==> config.mk <==
export PLATFORM = sky130hd
export DESIGN_NAME = histogram_engine_param
export DESIGN_NICKNAME = d
export VERILOG_FILES = /design/src/rtl/hist_pkg.sv /design/src/rtl/hist_dpram.sv /design/src/rtl/histogram_engine_param.sv
export SDC_FILE = /design/constraint.sdc
export NUM_CORES = 1
export LEC_CHECK = 0
export ABC_AREA = 1
export ABC_CLOCK_PERIOD_IN_PS = 3140
export BUFFER_PORTS_ARGS = -buffer_cell sky130_fd_sc_hd__clkbuf_2
export CAP_MARGIN = 20
export CORE_MARGIN = 4
export CORE_UTILIZATION = 40
export DETAILED_ROUTE_END_ITERATION = 10
export GPL_TIMING_DRIVEN = 0
export PLACE_DENSITY = 0.59
export REMOVE_ABC_BUFFERS = 1
export SYNTH_ARGS = -nofsm -noshare
export SYNTH_HDL_FRONTEND = slang
export SYNTH_SLANG_ARGS = --single-unit
==> constraint.sdc <==
create_clock -name aclk -period 3.14 [get_ports aclk]
set_input_delay 0.314 -clock aclk [delete_from_list [all_inputs] [get_ports aclk]]
set_output_delay 0.314 -clock aclk [all_outputs]
set_load 0.03 [all_outputs]
==> src/rtl/hist_pkg.sv <==
// Shared types and helpers for the parametrised histogram engine.
package hist_pkg;

  typedef enum logic {
    CLEAR = 1'b0,
    RUN   = 1'b1
  } hist_state_e;

  // Bin index is the top bin_w bits of the sample, giving uniform-width bins.
  function automatic int unsigned bin_of(input logic [63:0] data,
                                         input int unsigned data_w,
                                         input int unsigned bin_w);
    return 32'((data >> (data_w - bin_w)) & ((64'd1 << bin_w) - 64'd1));
  endfunction

  function automatic logic [63:0] count_max(input int unsigned w);
    return (w >= 64) ? '1 : ((64'd1 << w) - 64'd1);
  endfunction

endpackage

==> src/rtl/hist_dpram.sv <==
// Simple dual-port RAM: port A write plus synchronous read, port B read-only.
// Both reads are read-first with respect to a same-edge write.
module hist_dpram
  import hist_pkg::*;
#(
  parameter int unsigned ADDR_W = 3,
  parameter int unsigned DATA_W = 16
) (
  input  logic              clk,
  input  logic              rst,
  input  logic              we_a,
  input  logic [ADDR_W-1:0] waddr_a,
  input  logic [DATA_W-1:0] din_a,
  input  logic [ADDR_W-1:0] raddr_a,
  output logic [DATA_W-1:0] q_a,
  input  logic              re_b,
  input  logic [ADDR_W-1:0] raddr_b,
  output logic [DATA_W-1:0] q_b
);

  localparam int unsigned DEPTH = 1 << ADDR_W;

  logic [DATA_W-1:0] mem [DEPTH];

  always_ff @(posedge clk) begin
    if (we_a) mem[waddr_a] <= din_a;
  end

  always_ff @(posedge clk) begin
    q_a <= mem[raddr_a];
  end

  always_ff @(posedge clk) begin
    if (rst)       q_b <= '0;
    else if (re_b) q_b <= mem[raddr_b];
  end

endmodule

==> src/rtl/histogram_engine_param.sv <==
// Parametrised histogram engine: 3-stage RMW pipeline with same-bin forwarding.
// Define HIST_MINMAX_EN to build running min/max tracking of accepted samples.
module histogram_engine_param
  import hist_pkg::*;
#(
  parameter int unsigned DATA_W   = 8,
  parameter int unsigned NUM_BINS = 8,
  parameter int unsigned COUNT_W  = 16,
  parameter int unsigned BIN_W    = $clog2(NUM_BINS)
) (
  input  logic               aclk,
  input  logic               areset,
  input  logic               s_valid,
  output logic               s_ready,
  input  logic [DATA_W-1:0]  s_data,
  input  logic               clear_req,
  output logic               busy,
  input  logic               rd_en,
  input  logic [BIN_W-1:0]   rd_addr,
  output logic [COUNT_W-1:0] rd_data,
  output logic               rd_valid,
  output logic               sat_flag,
  output logic [DATA_W-1:0]  min_val,
  output logic [DATA_W-1:0]  max_val
);

  localparam logic [COUNT_W-1:0] CNT_MAX = COUNT_W'(count_max(COUNT_W));

  hist_state_e        state, state_nxt;
  logic [BIN_W-1:0]   clr_cnt;
  logic               accept;
  logic               p1_valid, p2_valid, fwd_hit;
  logic [BIN_W-1:0]   p1_bin, p2_bin;
  logic [COUNT_W-1:0] ram_q, fwd_data, base_cnt, new_cnt;
  logic               wr_en;
  logic [BIN_W-1:0]   wr_addr;
  logic [COUNT_W-1:0] wr_data;

  assign s_ready = (state == RUN);
  assign busy    = (state == CLEAR);
  assign accept  = s_valid && s_ready;

  always_ff @(posedge aclk) begin
    if (areset) state <= CLEAR;
    else        state <= state_nxt;
  end

  always_comb begin
    state_nxt = state;
    wr_en     = 1'b0;
    wr_addr   = p2_bin;
    wr_data   = new_cnt;
    case (state)
      CLEAR: begin
        wr_en   = 1'b1;
        wr_addr = clr_cnt;
        wr_data = '0;
        if (!clear_req && clr_cnt == '1) state_nxt = RUN;
      end
      RUN: begin
        wr_en = p2_valid && !clear_req;
        if (clear_req) state_nxt = CLEAR;
      end
      default: state_nxt = CLEAR;
    endcase
  end

  always_ff @(posedge aclk) begin
    if (areset || clear_req || state == RUN) clr_cnt <= '0;
    else                                     clr_cnt <= clr_cnt + BIN_W'(1);
  end

  // The RAM read at the same edge as the previous write returns the stale count,
  // so the value being written is captured and substituted one stage later.
  assign base_cnt = fwd_hit ? fwd_data : ram_q;
  assign new_cnt  = (base_cnt == CNT_MAX) ? base_cnt : base_cnt + COUNT_W'(1);

  always_ff @(posedge aclk) begin
    if (areset || clear_req) begin
      p1_valid <= 1'b0;
      p2_valid <= 1'b0;
      fwd_hit  <= 1'b0;
      sat_flag <= 1'b0;
    end else begin
      p1_valid <= accept;
      p2_valid <= p1_valid;
      fwd_hit  <= p1_valid && p2_valid && (p1_bin == p2_bin);
      if (p2_valid && new_cnt == CNT_MAX) sat_flag <= 1'b1;
    end
    p1_bin   <= BIN_W'(bin_of(64'(s_data), DATA_W, BIN_W));
    p2_bin   <= p1_bin;
    fwd_data <= new_cnt;
  end

  always_ff @(posedge aclk) begin
    if (areset) rd_valid <= 1'b0;
    else        rd_valid <= rd_en;
  end

  hist_dpram #(
    .ADDR_W(BIN_W),
    .DATA_W(COUNT_W)
  ) u_ram (
    .clk    (aclk),
    .rst    (areset),
    .we_a   (wr_en),
    .waddr_a(wr_addr),
    .din_a  (wr_data),
    .raddr_a(p1_bin),
    .q_a    (ram_q),
    .re_b   (rd_en),
    .raddr_b(rd_addr),
    .q_b    (rd_data)
  );

`ifdef HIST_MINMAX_EN
  logic [DATA_W-1:0] min_q, max_q;

  always_ff @(posedge aclk) begin
    if (areset || clear_req) begin
      min_q <= '1;
      max_q <= '0;
    end else if (accept) begin
      if (s_data < min_q) min_q <= s_data;
      if (s_data > max_q) max_q <= s_data;
    end
  end

  assign min_val = min_q;
  assign max_val = max_q;
`else
  assign min_val = '0;
  assign max_val = '0;
`endif

endmodule

==> flow_metrics.env <==
export IMPL_rsz0062_at_grt="no"
export IMPL_slew_headroom_pct=38.6
export IMPL_holdCritPathClass="in -> reg"
export IMPL_area_growth_pct=13.0
export IMPL_antenna_found_initial=0
export IMPL_root_buffer="clkbuf_16"
export IMPL_core_area_sq_um=21800
export IMPL_dieArea_sq_um=24600
export IMPL_drt_wirelength_per_cell_um=17.1
export IMPL_cap_viol_max_count=0
export IMPL_clk_latency_ns=0.43
export IMPL_arrival_ns=3.09
export IMPL_drt_iter0_drc=514
export IMPL_dr_total_vias=6660
export IMPL_start_kind="flip-flop"
export IMPL_crit_fanout=19
export IMPL_whs_ns=0.0730
export IMPL_synth_area_top_cells="edfxtp_1, dfxtp_1, o21ai_0, nand2_1, a21oi_1"
export IMPL_hpwl_um=14300
export IMPL_cp_top_family="simple AND/OR/NAND/NOR gates"
export IMPL_path_class="reg -> reg"
export IMPL_max_freq_mhz=338
export IMPL_cpPeakStageDelay_ns=0.62
export IMPL_finalSetupViolCount=0
export IMPL_synth_area_per_cell_sq_um=9.17
export IMPL_seq_area_frac_synth_pct=57.6
export IMPL_finClkSkew_ns=0.0125
export IMPL_drive_gt1_share_pct=10.4
export IMPL_worst_pin_slew_ns=0.921
export IMPL_ys_seq_elements=191
export IMPL_grt_pass1_vias=6173
export IMPL_regArea_sq_um=5110
export IMPL_cpMaxStageDelayCell="dfxtp_1"
export IMPL_finalNetCount=994
export IMPL_diodes=0
export IMPL_yosys_area_top_type="edfxtp_1"
export IMPL_io_pins=52
export IMPL_period_share_pct=94.2
export IMPL_p_total_mw=5.52
export IMPL_row_count=54
export IMPL_cp_num_buf_inv=2
export IMPL_clock_sinks=191
export IMPL_start_util_pct=40.6
export IMPL_synth_flop_cell="edfxtp_1"
export IMPL_wl_um=21700
export IMPL_grtUsageTotal_pct=18.2
export IMPL_port_buffers=30
export IMPL_place_ws_ns=-0.130
export IMPL_synthCells=967
export IMPL_maxSlewViolCount=0
export IMPL_synth_common_cells="nand2_1, o21ai_0, edfxtp_1"
export IMPL_overflow=0
export IMPL_viasPerCell=5.25
export IMPL_grt_max_degree=72
export IMPL_p_per_area_nw_per_um2=551
export IMPL_grt_pass1_wl_um=34100
export IMPL_cts_max_level=4
export IMPL_cts_tree="yes"
export IMPL_fillCellCount=2087
export IMPL_numCtsBuffers=17
export IMPL_synth_edf_count=128
export IMPL_layout_setup_ws_ns=0.182
export IMPL_netlist_area_sq_um=8870
export IMPL_reg2reg_slack_ns=0.18
export IMPL_post_cts_setup_buffer_count=0
export IMPL_clockBufferDepth=2
export IMPL_synthMostInstantiatedCell="nand2_1"
export IMPL_synth_cell_types=36
export IMPL_synth_top_area_share_pct=43.3
export IMPL_hold_viol_final=0
export IMPL_ys_warnings_count=0
export IMPL_drc=0
export IMPL_cts_reportedPaths_clkPinSlew_ns=0.07
export IMPL_drtAntennaViolNets=0
export IMPL_multi_input_area_sq_um=3120
export IMPL_dr_pass1_iters=5
export IMPL_place_congestion=0.854
export IMPL_die_h_um=157
export IMPL_fin_crit_ns=2.96
export IMPL_crit_chain="clkinv_2 -> or2_2 -> o21ai_0 -> nand2_1 -> nor2_2 -> buf_8"
export IMPL_worstSetupEndpointType="flip-flop"
export IMPL_synthArstFlopShare_pct=0
export IMPL_required_ns=3.27
export IMPL_die_w_um=157
export IMPL_outcome="finished clean"
export IMPL_ir_drop_v=0.000334
export IMPL_p_leak_nw=4.08
worst paths after layout:
check                                from               to  cells past startpoint
worst max-delay path              s_ready  u_ram.mem[0][7]                      6
worst min-delay path               areset         rd_valid                      2
worst max register to register    s_ready  u_ram.mem[0][7]                      6
worst min register to register  p1_bin[2]        p2_bin[2]                      0
routing by layer:
layer	vias up	GRT usage, %	wire, um
li1	3322	-	-
met5	-	0	0
met4	0	5.95	432
met3	33	2.83	1000
met2	182	28.4	9900
met1	3123	26.1	10400
layout by cell type, fill, tap and decap left out, types with 6 or more instances in the layout:
cell / Yosys / final
o22ai_1: 17 / 17
a31oi_1: 16 / 16
edfxtp_1: 128 / 128
nor2_1: 70 / 62
nand3_1: 18 / 18
inv_1: 91 / 91
dfxtp_1: 63 / 60
buf_8: 0 / 6
mux2i_1: 16 / 16
o21ai_0: 152 / 152
a21oi_1: 110 / 109
conb_1: 1 / 16
nand2_1: 158 / 158
nand4_1: 7 / 7
clkbuf_16: 0 / 17
o211ai_1: 16 / 16
nor2_2: 2 / 10
clkinv_4: 0 / 6
buf_16: 0 / 7
clkbuf_2: 0 / 29
cell families after synthesis:
group           share of synthesized area [%]
simple gates                             12.7
compound gates                           19.0
mux                                      1.81
other cells                            0.0423
fa+ha+maj                               0.423
flops                                    57.6
xor+xnor                                0.296
buf+inv                                  8.20
through the flow:
stage / util, % / setup TNS [ns] / cell area (sq um) / cells
final: 45.9 / 0 / 10000 / 1268
after global routing: 45.9 / 0 / 10000 / 1268
after CTS: 45.9 / 0 / 10000 / 1268
after detailed placement: 43.0 / -7.68 / 9390 / 1233
after global placement: 41.5 / -140.55 / 9060 / 1219
after floorplan: - / -4.51 / 8560 / 909
state kept, by name, summed over array words and instances (netlist names), 3 cells and up:
signal,flops
u_ram.q_a,16
p2_bin,3
fwd_data,16
u_ram.q_b,16
p1_bin,3
clr_cnt,3
u_ram.mem,128
worst reg2reg max path, stage by stage (launching register included):
cell and delay [ns]:
dfxtp_1 0.62, clkinv_2 0.43, or2_2 0.40, o21ai_0 0.17, nand2_1 0.18, nor2_2 0.59, buf_8 0.26
where the power goes:
part | switching [mW] | leakage, nW | internal (mW)
clock | 0.927 | 0.292 | 1.22
sequential | 0.0544 | 1.86 | 2.75
combinational | 0.392 | 1.92 | 0.177
total | 1.37 | 4.08 | 4.15
cell type report:
class	count	share of cell area, %
repair buffers	47	4.84
clock inverters	12	1.35
multi-input cells	623	31.1
well taps	280	3.50
flip-flops and latches	191	51.0
clock buffers	20	4.56
inverters	95	3.62
repair_timing:
| action | CTS | global route |
|---|---|---|
| endpoints found under the setup margin | 142 | 81 |
| gates resized for setup | 2 | 3 |
| hold endpoints to repair | 3 | 0 |
| hold buffers | 3 | 0 |
| gates cloned | 0 | 0 |
No activity file was read; power rests on OpenSTA's default activity.
